[config.mk]
export PLATFORM = sky130hd
export DESIGN_NAME = if_stage_fetch
export DESIGN_NICKNAME = d
export VERILOG_FILES = /design/src/rtl/if_stage_fetch.sv
export SDC_FILE = /design/constraint.sdc
export NUM_CORES = 1
export LEC_CHECK = 0
export CORE_MARGIN = 2
export CORE_UTILIZATION = 43
export CTS_CLUSTER_SIZE = 24
export DETAILED_ROUTE_END_ITERATION = 7
export PLACE_DENSITY = 0.81
export SLEW_MARGIN = 20
export SYNTH_ARGS = -nofsm -noshare
export SYNTH_HDL_FRONTEND = slang
export SYNTH_SLANG_ARGS = --single-unit
export TNS_END_PERCENT = 10
[constraint.sdc]
create_clock -name clk -period 3.3 [get_ports clk]
set_input_delay 0.825 -clock clk [delete_from_list [all_inputs] [get_ports clk]]
set_output_delay 0.825 -clock clk [all_outputs]
set_load 0.01 [all_outputs]
[src/rtl/if_stage_fetch.sv]
// Instruction fetch: owns the PC, drives imem_addr, captures the returned word into IF/ID.
// Latency: imem_addr = pc combinationally; the instruction at pc appears in IF/ID after one edge.
// Backpressure: stall holds pc/IF/ID/count; redirect flushes; an out-of-bounds or misaligned target halts until reset.
module if_stage_fetch #(
   parameter logic [63:0] RESET_PC   = 64'h0,
   parameter int unsigned IMEM_BYTES = 512,
   parameter logic [31:0] NOP_INSTR  = 32'h00000013
) (
   input  logic        clk,
   input  logic        reset,
   input  logic        start,
   input  logic        stall,
   input  logic        redirect,
   input  logic [63:0] redirect_pc,
   output logic [63:0] imem_addr,
   input  logic [31:0] imem_instr,
   output logic [63:0] if_id_pc,
   output logic [31:0] if_id_instr,
   output logic        if_id_valid,
   output logic [63:0] pc,
   output logic        halted,
   output logic [1:0]  fault_code,
   output logic [31:0] fetch_count
);

   localparam logic [63:0] LAST_ADDR = 64'(IMEM_BYTES - 4);

   localparam logic [1:0] FAULT_NONE  = 2'b00;
   localparam logic [1:0] FAULT_OOB   = 2'b01;
   localparam logic [1:0] FAULT_ALIGN = 2'b10;

   typedef enum logic [1:0] {
      S_IDLE = 2'd0,
      S_RUN  = 2'd1,
      S_HALT = 2'd2
   } state_t;

   state_t      r_state;
   logic [63:0] r_pc;
   logic [63:0] r_if_id_pc;
   logic [31:0] r_if_id_instr;
   logic        r_if_id_valid;
   logic [1:0]  r_fault_code;
   logic [31:0] r_fetch_count;

   state_t      w_state_nxt;
   logic [63:0] w_pc_nxt;
   logic [63:0] w_if_id_pc_nxt;
   logic [31:0] w_if_id_instr_nxt;
   logic        w_if_id_valid_nxt;
   logic [1:0]  w_fault_code_nxt;
   logic [31:0] w_fetch_count_nxt;
   logic        w_oob;
   logic        w_bubble;

   // Memory data is only meaningful while pc addresses a full word inside the array.
   assign w_oob = (r_pc > LAST_ADDR);

   // State and pipeline register update; reset overrides everything.
   always_ff @(posedge clk) begin
      if (reset) begin
         r_state       <= S_IDLE;
         r_pc          <= RESET_PC;
         r_if_id_pc    <= 64'h0;
         r_if_id_instr <= NOP_INSTR;
         r_if_id_valid <= 1'b0;
         r_fault_code  <= FAULT_NONE;
         r_fetch_count <= 32'h0;
      end else begin
         r_state       <= w_state_nxt;
         r_pc          <= w_pc_nxt;
         r_if_id_pc    <= w_if_id_pc_nxt;
         r_if_id_instr <= w_if_id_instr_nxt;
         r_if_id_valid <= w_if_id_valid_nxt;
         r_fault_code  <= w_fault_code_nxt;
         r_fetch_count <= w_fetch_count_nxt;
      end
   end

   // Next-state: in RUN the priority is redirect, then bounds fault, then stall, then normal fetch.
   always_comb begin
      w_state_nxt       = r_state;
      w_pc_nxt          = r_pc;
      w_if_id_pc_nxt    = r_if_id_pc;
      w_if_id_instr_nxt = r_if_id_instr;
      w_if_id_valid_nxt = r_if_id_valid;
      w_fault_code_nxt  = r_fault_code;
      w_fetch_count_nxt = r_fetch_count;
      w_bubble          = 1'b0;

      case (r_state)
         S_IDLE: begin
            if (start) begin
               w_state_nxt = S_RUN;
            end
         end
         S_RUN: begin
            if (redirect) begin
               w_bubble = 1'b1;
               if (redirect_pc[1:0] == 2'b00) begin
                  w_pc_nxt = redirect_pc;
               end else begin
                  w_state_nxt      = S_HALT;
                  w_fault_code_nxt = FAULT_ALIGN;
               end
            end else if (w_oob) begin
               w_bubble         = 1'b1;
               w_state_nxt      = S_HALT;
               w_fault_code_nxt = FAULT_OOB;
            end else if (!stall) begin
               w_pc_nxt          = r_pc + 64'd4;
               w_if_id_pc_nxt    = r_pc;
               w_if_id_instr_nxt = imem_instr;
               w_if_id_valid_nxt = 1'b1;
               if (r_fetch_count != 32'hFFFFFFFF) begin
                  w_fetch_count_nxt = r_fetch_count + 32'd1;
               end
            end
         end
         S_HALT: begin
            // Everything holds; only reset leaves HALT.
         end
         default: begin
            w_state_nxt = S_HALT;
            w_bubble    = 1'b1;
         end
      endcase

      // A flush or fault replaces whatever IF/ID would have captured with a bubble.
      if (w_bubble) begin
         w_if_id_pc_nxt    = 64'h0;
         w_if_id_instr_nxt = NOP_INSTR;
         w_if_id_valid_nxt = 1'b0;
      end
   end

   assign imem_addr   = r_pc;
   assign pc          = r_pc;
   assign if_id_pc    = r_if_id_pc;
   assign if_id_instr = r_if_id_instr;
   assign if_id_valid = r_if_id_valid;
   assign halted      = (r_state == S_HALT);
   assign fault_code  = r_fault_code;
   assign fetch_count = r_fetch_count;

endmodule

After elaboration in Yosys (flattened, before gate mapping)
Cells that the tools add are included.

storage, ports and cells
  flip-flop bits (word level) = 197
  bits of input ports = 101
  word-level logic and storage cells = 48

cells by class
  add/sub/neg operators = 2
  order comparisons = 1
  equal/unequal tests = 10
  multiplexer cells = 14
  bitwise logic cells = 4
  reduce and logical (&&, ||, !) cells = 10

operators by type and width
  cell                                                            number
  2-to-1 mux 64 bit                                               4
  adder 64 x 3 -> 64 bit, second input constant                   1
  greater-than comparator 64 x 9 -> 1 bit, second input constant  1
  adder 32 x 1 -> 32 bit, second input constant                   1
  inequality test 32 bit, second input constant                   1
  2-to-1 mux 2 bit                                                6
  AND reduction 4 bit                                             3
  inequality test 2 bit, second input constant                    3
  inequality test 3 bit, second input constant                    2
  one-hot mux 2 bit (3 select lines)                              1
  AND reduction 5 bit                                             1
  logical NOT 2 bit                                               2
  inequality test 2 x 1 -> 1 bit, second input constant           2
  NOT 1 bit                                                       4
  OR reduction 2 bit                                              2
  AND reduction 3 bit                                             1
  == test 2 x 1 -> 1 bit, second input constant                   1
  == test 2 bit, second input constant                            1
  2-to-1 mux 1 bit                                                2
  one-hot mux 1 bit (2 select lines)                              1
  nonzero test 2 bit                                              1

Longest topological paths before layout
Gate-level depths: netlist (run 1).

  depth after elaboration = 5
  gate-level depth with buffers = 10

Least setup slack after synthesis (run 1)
Ideal clock, no wire load.

  path kind = input to register
  start = in redirect
  end = reg r_fetch_count[9] (netlist: fetch_count[9])
  setup time = 0.123 ns
  arrival time = 2.476 ns
  data required time = 3.177 ns
  setup slack = 0.701 ns
  stages on the path = 7
  buffers on the path = 1
  cell sequence = nor4_1 nand4_1 nor3_4 nand3_2 buf_2 nor4_1 mux2_1

on the way
  longest elaborated chain between the ends = 2

ends and longest elaborated chain
  item                           RTL line  text
  start, declared                13        input logic redirect,
  NOT 1 bit (no line)            --
  AND reduction 5 bit (no line)  --
  end signal, assigned           76        r_fetch_count <= w_fetch_count_nxt;
  end, declared                  44        logic [31:0] r_fetch_count;

Every way passes these cells.
A chain may end at the register's enable or synchronous reset.

Worst setup path after layout (run 1)
  start = reg r_pc[2] (netlist: imem_addr[2])
  end = reg r_fault_code[0] (netlist: fault_code[0])

on the way
  longest elaborated chain between the ends = 3

ends and longest elaborated chain
  item                                     RTL line  text
  start, declared                          39        logic [63:0] r_pc;
  start signal, assigned                   71        r_pc <= w_pc_nxt;
  greater-than comparator 64 x 9 -> 1 bit  57        assign w_oob = (r_pc > LAST_ADDR);
  nonzero test 2 bit (no line)             --
  AND reduction 3 bit (no line)            --
  end signal, assigned                     75        r_fault_code <= w_fault_code_nxt;
  end, declared                            43        logic [1:0] r_fault_code;

Every way passes these cells.

==> impl_results.md, run 1 <==
* Status: finished clean
* Clock buffer depth at 2
* Synth Area in Compound Gates at approximately 16%
* Post-synth EDFFs at 0
* First-pass GRT wire length at 43000 um
* Ys flop type: dfxtp_1
* Worst rel slew slack at between 60% and 70%
* Reg2reg start: imem_addr[2]$_SDFFE_PP0P_
* Max cap viols at 0
* Leakage at 4.20 nW
* Endpoint of the worst-slack reg-to-reg timing path: fault_code[0]$_SDFFE_PP0P_
* Required time worst endpoint at approximately 3700 ps
* Post-Layout Cell Count at roughly 1600
* Routed Antenna Nets at 0
* Min-delay src: if_id_instr[14]$_SDFFE_PP0P_
* Post-synthesis adder-cell area fraction at less than 1%
* Hold Crit Class: reg2reg
* Design area at ~12000 sq um
* Cell variety after synth at 52
* Clock transition at path regs at 80 ps
* Iteration-0 DRC Markers at 621
* Syn Inst Count at 996
* Buffers on Ports at 360
* Initial antenna violation count at 0
* Top post-synthesis cells by count: 197 x dfxtp_1, 163 x nand2_1, 116 x a21oi_1, 64 x buf_4, 58 x and2_1
* Wirelength per Cell at between 15 and 20 um
* FF-to-FF setup slack at 600 ps
* Tot GR Track Use at a little over a quarter
* Core area at roughly 19000 sq um
* Synth area leaders: dfxtp_1 47%, nand2_1 7.3%, a21oi_1 6.9%
* Worst slew pin tran at between 500 and 600 ps
* Mux share of post-synthesis cell area at less than 1%
* Crit Path Max Fanout at 20
* YS warnings at 0
* # IOs at ~360
* Synth Cell Area at between 8000 and 9000 sq um
* RSZ-0062 raised after global routing: no
* Routed vias/inst at approximately 5.5
* Cell Area, Placed at about 12000 sq um
* Final #Nets at about 1400
* Die Span Y at ~140 um
* H-tree levels at 4
* Routability congestion estimate at approximately 0.9
* Hold Vio Cnt, Final at 0
* Die area at between 20000 and 25000 sq um
* Clk_skew at roughly 12 ps
* Final wirelength at between 20000 and 30000 um
* Ant. Diodes at 0
* WS Path Type: reg2reg
* Inst Count DP at 1522
* CTS root buf: clkbuf_16
* End of the worst hold path: if_id_instr[14]$_SDFFE_PP0P_
* Post-CTS setup buffer count at 0
* Post-synth top area share at a little under half
* Max Freq at approximately 370 MHz
* DRT Pass-1 Iters at 5
* Worst Setup Start Kind: register
* Pins Over Slew Limit at 0
* Worst-case reg-to-reg path depth at 10
* Syn Area/Cell at between 8 and 9 sq um
* Largest family of logic cells by synthesized area: simple AND/OR/NAND/NOR gates
* CTS Buf Count at 17
* Post-DP HPWL at around 21000 um
* Initial core utilization at 44.2%
* Resize count post-CTS at 0
* Min Tclk post-route at roughly 2700 ps
* Leading area contributor after synthesis: dfxtp_1
* Worst setup path startpoint: imem_addr[2]$_SDFFE_PP0P_
* Placement Setup Slack at about 290 ps
* Setup Viol. Count Final at 0
* Asr flop ratio synth at 0%
* VDD IR-drop max at approximately 0.32 mV
* Chip width at roughly 140 um
* Net Count, Synth at roughly 1100
* Final setup TNS at 0 ps
* Layout area overhead at 49.3%
* Largest net degree at the start of global routing at between 70 and 80
* Simple-gate portion of the synthesized area at between 20% and 30%
* Part of the Yosys area used for sequential elements at 47.2%
* Detailed-route DRC error count at 0
* CTS tree: yes
* Post-synthesis xor/xnor area fraction at 0%
* Congestion Overflow GR at 0
* Sink Count at 197
* Number of global-route vias before repair at between 7000 and 8000
* Worst EP arrival at 3060 ps
* Synth Register Bits at ~200
* Worst skew pair latency at 440 ps
* CTS hold repair buffers at 0
* Period utilization at between 80% and 90%
* Total number of vias at roughly 8500
* Worst Hold Depth at 2
* Kind of end point of the critical path: register
* Final worst slack at approximately 600 ps
* Site row count at 50
* Dominant cell by count in the synthesized netlist: dfxtp_1
* Pwr dens at 427 nW/um^2
* Layout cell share with drive strength beyond 1 at under 10%
==> registers in the layout (all words and copies together), names as in the netlist <==
| name | flops |
|---|---|
| fault_code | 2 |
| fetch_count | 32 |
| r_state | 2 |
| if_id_instr | 32 |
| if_id_valid | 1 |
| if_id_pc | 64 |
| imem_addr | 64 |
==> final cells by class <==
type / count / area (sq um)
Fill cell: 1571 / 6420
Sequential cell: 197 / 3940
Timing Repair Buffer: 392 / 3890
Multi-Input combinational cell: 664 / 3660
Clock buffer: 17 / 425
Tap cell: 260 / 325
Clock inverter: 15 / 201
Inverter: 9 / 33.8
==> critical path, stage by stage, from the launching register on <==
cell	delay (ps)
dfxtp_1	310
buf_4	170
ha_1	220
nand3_1	140
nor3_1	390
nor3_4	80
buf_4	180
a21oi_2	460
buf_4	340
a21oi_1	100
a311oi_1	230
==> cell usage in the layout (no fill, tap or decap), types with 11 or more instances in the layout <==
cell type and n:
clkdlybuf4s50_1 358, o31ai_1 18, nor3_1 11, o21ai_0 45, nand3_1 27, nand4_1 30, dfxtp_1 197, or4_1 16
or3_1 12, buf_4 29, and2_1 58, nand2_1 163, nor4_1 22, clkbuf_16 17, nor2_1 40, a21oi_1 115
==> metrics by stage <==
stage	utilization (%)	hold WS [ps]	total power, mW
5_1_grt	66.0	474	5.53
2_1_floorplan	-	481	2.88
3_3_place_gp	62.7	441	3.26
3_5_place_dp	62.7	443	3.27
4_1_cts	66.0	458	5.37
6_report	66.0	456	5.33
==> power by group <==
part	internal [mW]	switching [mW]
registers	2.42	0.0515
clock network	1.04	1.07
logic	0.338	0.417
total	3.80	1.53
==> metal layers <==
| metal | global-route usage (%) | vias to the layer above | wire length [um] | part of all wire (%) |
|---|---|---|---|---|
| met4 | 12.0 | 0 | 1140 | 4.0 |
| met1 | 30.6 | 3957 | 10700 | 38 |
| met2 | 47.2 | 480 | 14200 | 50 |
| met5 | 0 | - | 0 | 0 |
| li1 | - | 4028 | - | - |
| met3 | 6.50 | 72 | 2500 | 8.7 |
==> how the worst max path moves through the flow <==
stage | end | slack, ps | cells after the start
finish | fault_code[0]$_SDFFE_PP0P_ | 600 | 10
CTS | fault_code[0]$_SDFFE_PP0P_ | 620 | 10
detailed placement | fetch_count[5]$_SDFFE_PP0P_ | 290 | 8
global placement | fetch_count[9]$_SDFFE_PP0P_ | 320 | 8
floorplan | fetch_count[9]$_SDFFE_PP0P_ | 700 | 7
global route | fault_code[0]$_SDFFE_PP0P_ | 400 | 10
==> cell families after synthesis <==
logic type	Yosys count
adders and majority gates	2
muxes	7
buffers and inverters	135
DFF	197
AOI/OAI and AO/OA	231
and+or+nand+nor	424
Note: power is estimated with default switching activity, not from simulation.
==> run 2, diff against run 1 <==
--- a/config.mk
+++ b/config.mk
@@ -6,10 +6,10 @@
 export NUM_CORES = 1
 export LEC_CHECK = 0
 export CORE_MARGIN = 2
-export CORE_UTILIZATION = 43
+export CORE_UTILIZATION = 38
 export CTS_CLUSTER_SIZE = 24
 export DETAILED_ROUTE_END_ITERATION = 7
-export PLACE_DENSITY = 0.81
+export PLACE_DENSITY = 0.76
 export SLEW_MARGIN = 20
 export SYNTH_ARGS = -nofsm -noshare
 export SYNTH_HDL_FRONTEND = slang
==> constraint.sdc (replaced) <==
create_clock -name clk -period 2.3 [get_ports clk]
set_input_delay 0.575 -clock clk [delete_from_list [all_inputs] [get_ports clk]]
set_output_delay 0.575 -clock clk [all_outputs]
set_load 0.01 [all_outputs]
==> impl_results.md, run 2 (synthesis results as in run 1) <==
* Status: finished with violations (was finished clean)
* Failing checks: setup timing
* Worst Setup Start Kind: register (unchanged)
* Sink Count at 197 (unchanged)
* Congestion Overflow GR at 0 (unchanged)
* Pins Over Slew Limit at 0 (unchanged)
* Hold Vio Cnt, Final at 0 (unchanged)
* Final worst slack at -14.7 ps (was 596 ps)
* Iteration-0 DRC Markers at 523 (was 621)
* Period utilization at 101% (was 81.9%)
* Core area at 21700 sq um (was 18900 sq um)
* Detailed-route DRC error count at 0 (unchanged)
* Worst EP arrival at 2680 ps (was 3060 ps)
* Post-Layout Cell Count at 1671 (was 1554)
* Largest net degree at the start of global routing at 56 (was 79)
* Crit Path Max Fanout at 6 (was 20)
* Initial antenna violation count at 0 (unchanged)
* Worst skew pair latency at 430 ps (was 440 ps)
* Routed Antenna Nets at 0 (unchanged)
* Commonest non-fill, non-tap cells in the layout: 358 x clkdlybuf4s50_1, 191 x dfxtp_1, 163 x nand2_1 (was 358 x clkdlybuf4s50_1, 197 x dfxtp_1, 163 x nand2_1)
* Routed vias/inst at 5.35 (was 5.49)
* H-tree levels at 4 (unchanged)
* CTS hold repair buffers at 0 (unchanged)
* Max Freq at 432 MHz (was 370 MHz)
* Final #Nets at 1481 (was 1384)
* Design area at 13500 sq um (was 12500 sq um)
* Int Pwr at 5.61 mW (was 3.80 mW)
* Layout area overhead at 61.2% (was 49.3%)
* CTS tree: yes (unchanged)
* Routability congestion estimate at 0.912 (was 0.882)
* Die area at 23200 sq um (was 20600 sq um)
* Fillers at 1873 (was 1571)
* Leakage at 4.78 nW (was 4.20 nW)
* Pwr dens at 582 nW/um^2 (was 427 nW/um^2)
* Kind of end point of the critical path: register (unchanged)
* Buffers on Ports at 360 (unchanged)
* Clock transition at path regs at 80 ps (about the same)
* Setup Viol. Count Final at 15 (was 0)
* Ant. Diodes at 0 (unchanged)
* Final setup TNS at -75.5 ps (was 0 ps)
* CTS root buf: clkbuf_16 (unchanged)
* Seq pwr share at 44.8% (was 46.3%)
* Worst slew pin tran at 660 ps (was 579 ps)
* Total number of vias at 8940 (was 8537)
* Worst rel slew slack at 56.0% (was 61.4%)
* RSZ-0062 raised after global routing: yes (was no)
* Post-DP HPWL at 22500 um (was 20800 um)
* Cell Area, Placed at 12600 sq um (was 11800 sq um)
* DRT Pass-1 Iters at 6 (was 5)
* Required time worst endpoint at 2660 ps (was 3650 ps)
* Max cap viols at 0 (unchanged)
* Clk_skew at 11.2 ps (was 11.5 ps)
* Final Util at 62.1% (was 66.0%)
* WS Path Type: reg2reg (unchanged)
* CTS Buf Count at 17 (unchanged)
* Tot GR Track Use at 24.9% (was 26.8%)
* Most common cell after layout, fill and taps aside: clkdlybuf4s50_1 (unchanged)
* First-pass GRT wire length at 46400 um (was 43000 um)
* Sw frac at 28.5% (was 28.8%)
* Layout cell share with drive strength beyond 1 at 15.5% (was 6.57%)
* Wirelength per Cell at 18.3 um (was 18.4 um)
* # IOs at 361 (unchanged)
* Initial core utilization at 38.5% (was 44.2%)
* Clock share of power at 38.0% (was 39.6%)
* Min Tclk post-route at 2310 ps (was 2700 ps)
* VDD IR-drop max at 0.478 mV (was 0.316 mV)
* Chip width at 152 um (was 143 um)
* Switching power at 2.24 mW (was 1.53 mW)
* Inst Count DP at 1633 (was 1522)
* Hold Crit Class: reg2reg (unchanged)
* Number of global-route vias before repair at 8474 (was 7977)
* Final wirelength at 30600 um (was 28600 um)
* Clock buffer depth at 2 (unchanged)
* Die Span Y at 152 um (was 143 um)
* Site row count at 54 (was 50)
* Comb pwr share at 17.2% (was 14.2%)
## run 2: changes by cell type in the layout (fill, tap and decap cells not counted), sizes merged
cell    before  now
buf         34  129
inv         16   18
clkbuf      17   20
clkinv       8    5
## run 2: per-stage QoR
step                      setup WS (ps)  hold WS, ps  total power [mW]
final                             -14.7          455              7.85
after global routing               -119          477              8.17
after CTS                         -11.9          458              7.81
after detailed placement           -328          443              4.84
after global placement             -251          442              4.83
after floorplan                    22.8          481              4.13
## run 2: final cells by class
type	count	area, sq um	share of cell area, %
clock buffers	18	439	3.26
repair buffers	489	4720	35.0
inverters	9	33.8	0.251
clock inverters	14	150	1.11
well taps	280	350	2.60
flip-flops and latches	197	3950	29.3
multi-input cells	664	3830	28.4
## run 2: repair_timing
action,CTS,global route
pin swaps,0,25
gates cloned,0,3
buffers inserted,0,3
setup endpoints to repair,72,118
gates resized for setup,5,37
## run 2: layer usage
layer  share of wire, %  GRT usage (%)  up-vias
met5                  0              0        -
met4                3.0           9.03        0
met3                7.6           5.06       49
met2                 50           44.2      460
met1                 39           29.8     4201
li1                   -              -     4230
## run 2: power groups by stage
stage	Sequential, mW	Clock, mW	Combinational, mW
after global routing	3.53	3.21	1.43
after CTS	3.51	3.04	1.26
after detailed placement	3.59	0	1.25
after floorplan	3.62	0	0.506
final	3.52	2.98	1.35
after global placement	3.59	0	1.24
## run 2: path summary, 6_finish.rpt
kind / start / cells past startpoint / slack [ps] / end
worst max-delay path: imem_addr[29]$_SDFFE_PP0P_ / 9 / -10 / fetch_count[23]$_SDFFE_PP0P_
worst min-delay path: if_id_pc[1]$_SDFFE_PP0P_ / 2 / 450 / if_id_pc[1]$_SDFFE_PP0P_
worst max register to register: imem_addr[29]$_SDFFE_PP0P_ / 9 / -10 / fetch_count[23]$_SDFFE_PP0P_
worst min register to register: if_id_pc[1]$_SDFFE_PP0P_ / 2 / 450 / if_id_pc[1]$_SDFFE_PP0P_
## run 2: worst max-delay path, cell delays in order, from the launching register on
cell and delay, ps:
dfxtp_2 340, nor4_4 270, buf_4 150, nand4_1 160, nor3_4 280, buf_6 150, nand4_1 130, buf_6 170
or4_4 470, a21oi_2 130
==> run 3, diff against run 2 <==
==> constraint.sdc (replaced) <==
create_clock -name clk -period 2.3 [get_ports clk]
set_input_delay 0.575 -clock clk [delete_from_list [all_inputs] [get_ports clk]]
set_output_delay 0.575 -clock clk [all_outputs]
set_load 0.1 [all_outputs]
==> impl_results.md, run 3 (synthesis results as in run 1) <==
* # IOs at 361 (unchanged)
* Commonest non-fill, non-tap cells in the layout: 353 x buf_4, 162 x nand2_1, 105 x a21oi_1 (was 358 x clkdlybuf4s50_1, 191 x dfxtp_1, 163 x nand2_1)
* Hold Vio Cnt, Final at 0 (unchanged)
* Routed vias/inst at 5.37 (was 5.35)
* Worst EP arrival at 2830 ps (was 2680 ps)
* Chip width at 152 um (unchanged)
* Final #Nets at 1473 (was 1481)
* Final setup TNS at -4110 ps (was -75.5 ps)
* Site row count at 54 (unchanged)
* Final Util at 61.0% (was 62.1%)
* Routed Antenna Nets at 0 (unchanged)
* Die area at 23200 sq um (unchanged)
* CP max-delay cell: or4_4 (unchanged)
* VDD IR-drop max at 0.370 mV (was 0.478 mV)
* WS Path Type: reg2reg (unchanged)
* Detailed-route DRC error count at 0 (unchanged)
* End of the worst hold path: if_id_pc[4]$_SDFFE_PP0P_ (was if_id_pc[1]$_SDFFE_PP0P_)
* Placement Setup Slack at -787 ps (was -328 ps)
* Pwr dens at 666 nW/um^2 (was 582 nW/um^2)
* CTS Buf Count at 17 (unchanged)
* Total number of vias at 8933 (was 8940)
* Required time worst endpoint at 2670 ps (was 2660 ps)
* Worst Hold Depth at 2 (unchanged)
* Cell Area, Placed at 12100 sq um (was 12600 sq um)
* Largest net degree at the start of global routing at 56 (unchanged)
* Clock buffer depth at 2 (unchanged)
* Reg2reg start: imem_addr[29]$_SDFFE_PP0P_ (unchanged)
* Family with the most delay on the worst path: simple AND/OR/NAND/NOR gates (unchanged)
* Min-delay src: if_id_pc[4]$_SDFFE_PP0P_ (was if_id_pc[1]$_SDFFE_PP0P_)
* First-pass GRT wire length at 45300 um (was 46400 um)
* Period utilization at 107% (was 101%)
* Initial core utilization at 38.5% (unchanged)
* Min Tclk post-route at 2460 ps (was 2310 ps)
* Endpoint of the worst-slack reg-to-reg timing path: fetch_count[7]$_SDFFE_PP0P_ (was fetch_count[23]$_SDFFE_PP0P_)
* Design area at 13200 sq um (was 13500 sq um)
* Layout area overhead at 58.3% (was 61.2%)
* Post-DP HPWL at 21400 um (was 22500 um)
* Most common cell after layout, fill and taps aside: buf_4 (was clkdlybuf4s50_1)
* Pins Over Slew Limit at 0 (unchanged)
* Worst rel slew slack at 65.3% (was 56.0%)
* RSZ-0062 raised after global routing: yes (unchanged)
* Status: finished with violations (unchanged)
* Fillers at 1839 (was 1873)
* Initial antenna violation count at 2 (was 0)
* FF-to-FF setup slack at -160 ps (was -10 ps)
* Clock transition at path regs at 90 ps (was 80 ps)
* Worst slew pin tran at 521 ps (was 660 ps)
* Worst path bufs/invs at 4 (was 3)
* Layout cell share with drive strength beyond 1 at 41.1% (was 15.5%)
* Iteration-0 DRC Markers at 579 (was 523)
* CTS tree: yes (unchanged)
* CP max stage delay at 510 ps (was 470 ps)
* Max cap viols at 0 (unchanged)
* Setup Viol. Count Final at 74 (was 15)
* Cell Chain, Critical Path: nor4_2 -> buf_4 -> nand4_1 -> nor3_4 -> buf_6 -> nand3_4 -> buf_12 -> buf_16 -> or4_4 -> a21oi_2 (was nor4_4 -> buf_4 -> nand4_1 -> nor3_4 -> buf_6 -> nand4_1 -> buf_6 -> or4_4 -> a21oi_2)
* Final wirelength at 30200 um (was 30600 um)
* Congestion Overflow GR at 0 (unchanged)
* Leakage at 5.38 nW (was 4.78 nW)
* Max Freq at 407 MHz (was 432 MHz)
* CTS hold repair buffers at 0 (unchanged)
* Fin Hold WS at 457 ps (was 455 ps)
* Kind of end point of the critical path: register (unchanged)
* Number of global-route vias before repair at 8285 (was 8474)
* Hold Crit Class: reg2reg (unchanged)
* CTS root buf: clkbuf_16 (unchanged)
* Die Span Y at 152 um (unchanged)
* Worst setup path startpoint: imem_addr[29]$_SDFFE_PP0P_ (unchanged)
* Crit Path Max Fanout at 5 (was 6)
* H-tree levels at 4 (unchanged)
* Worst skew pair latency at 440 ps (was 430 ps)
* Final worst slack at -159 ps (was -14.7 ps)
* Worst Setup Start Kind: register (unchanged)
* DRT Pass-1 Iters at 5 (was 6)
* Buffers on Ports at 360 (unchanged)
* Clk_skew at 18.0 ps (was 11.2 ps)
* Tot GR Track Use at 24.2% (was 24.9%)
* Sink Count at 197 (unchanged)
* Routability congestion estimate at 0.906 (was 0.912)
* Worst-case reg-to-reg path depth at 10 (was 9)
* Wirelength per Cell at 18.1 um (was 18.3 um)
* Core area at 21700 sq um (unchanged)
* Failing checks: setup timing (unchanged)
## run 3: cell types whose count changed in the layout (fill, tap and decap cells not counted), moves of 9 or more
cell and delta:
dfxtp_2 +68, buf_4 +237, dfxtp_4 +21, a21oi_2 +9, dfxtp_1 -89, clkdlybuf4s50_1 -260
## run 3: metrics by stage
step / total power [mW] / cells
2_1_floorplan: 4.70 / 996
3_3_place_gp: 5.39 / 1616
3_5_place_dp: 5.40 / 1616
4_1_cts: 8.74 / 1658
5_1_grt: 9.09 / 1665
6_report: 8.81 / 1665
## run 3: per-layer routing
layer / global-route usage (%) / vias to the layer above / share of wire (%) / routed length, um
met5: 0 / - / 0 / 0
met4: 8.06 / 0 / 3.1 / 932
met3: 5.52 / 63 / 8.6 / 2590
met2: 39.8 / 463 / 48 / 14500
met1: 31.4 / 4192 / 40 / 12200
li1: - / 4215 / - / -
## run 3: how the worst max path moves through the flow
stage                                   to  slack (ps)  cells past startpoint
3_3_place_gp   fetch_count[5]$_SDFFE_PP0P_        -700                      8
3_5_place_dp   fetch_count[5]$_SDFFE_PP0P_        -790                      8
5_1_grt        fetch_count[7]$_SDFFE_PP0P_        -240                     10
2_1_floorplan   imem_addr[61]$_SDFFE_PP0P_         -60                      6
4_1_cts          if_id_pc[15]$_SDFFE_PP0P_         -90                     10
6_report       fetch_count[7]$_SDFFE_PP0P_        -160                     10
## run 3: worst register-to-register path: stages, from the launching register on
cell	delay [ps]
dfxtp_2	330
nor4_2	260
buf_4	160
nand4_1	190
nor3_4	270
buf_6	130
nand3_4	130
buf_12	180
buf_16	130
or4_4	510
a21oi_2	120
## run 3: layout make-up
type | instances | area, sq um | share of cell area [%]
clock buffer | 17 | 425 | 3.22
timing repair buffer | 481 | 4180 | 31.6
tap | 280 | 350 | 2.65
inverter | 9 | 33.8 | 0.255
multi-input combinational | 664 | 3890 | 29.4
sequential | 197 | 4120 | 31.1
clock inverter | 15 | 229 | 1.73
antenna | 2 | 5.00 | 0.0378
## run 3: where the power goes
part	internal (mW)	leakage (nW)	total, mW	switching (mW)
registers	3.45	1.64	3.51	0.0532
clock network	1.58	0.317	3.30	1.72
logic	0.710	3.42	2.00	1.29
total	5.74	5.38	8.81	3.07
## run 3: timing repair
action	in CTS	in global routing
endpoints found under the hold margin	0	0
buffers inserted	7	3
pin swaps	27	32
cloned	3	3
resized for setup	24	43
setup endpoints to repair	184	172
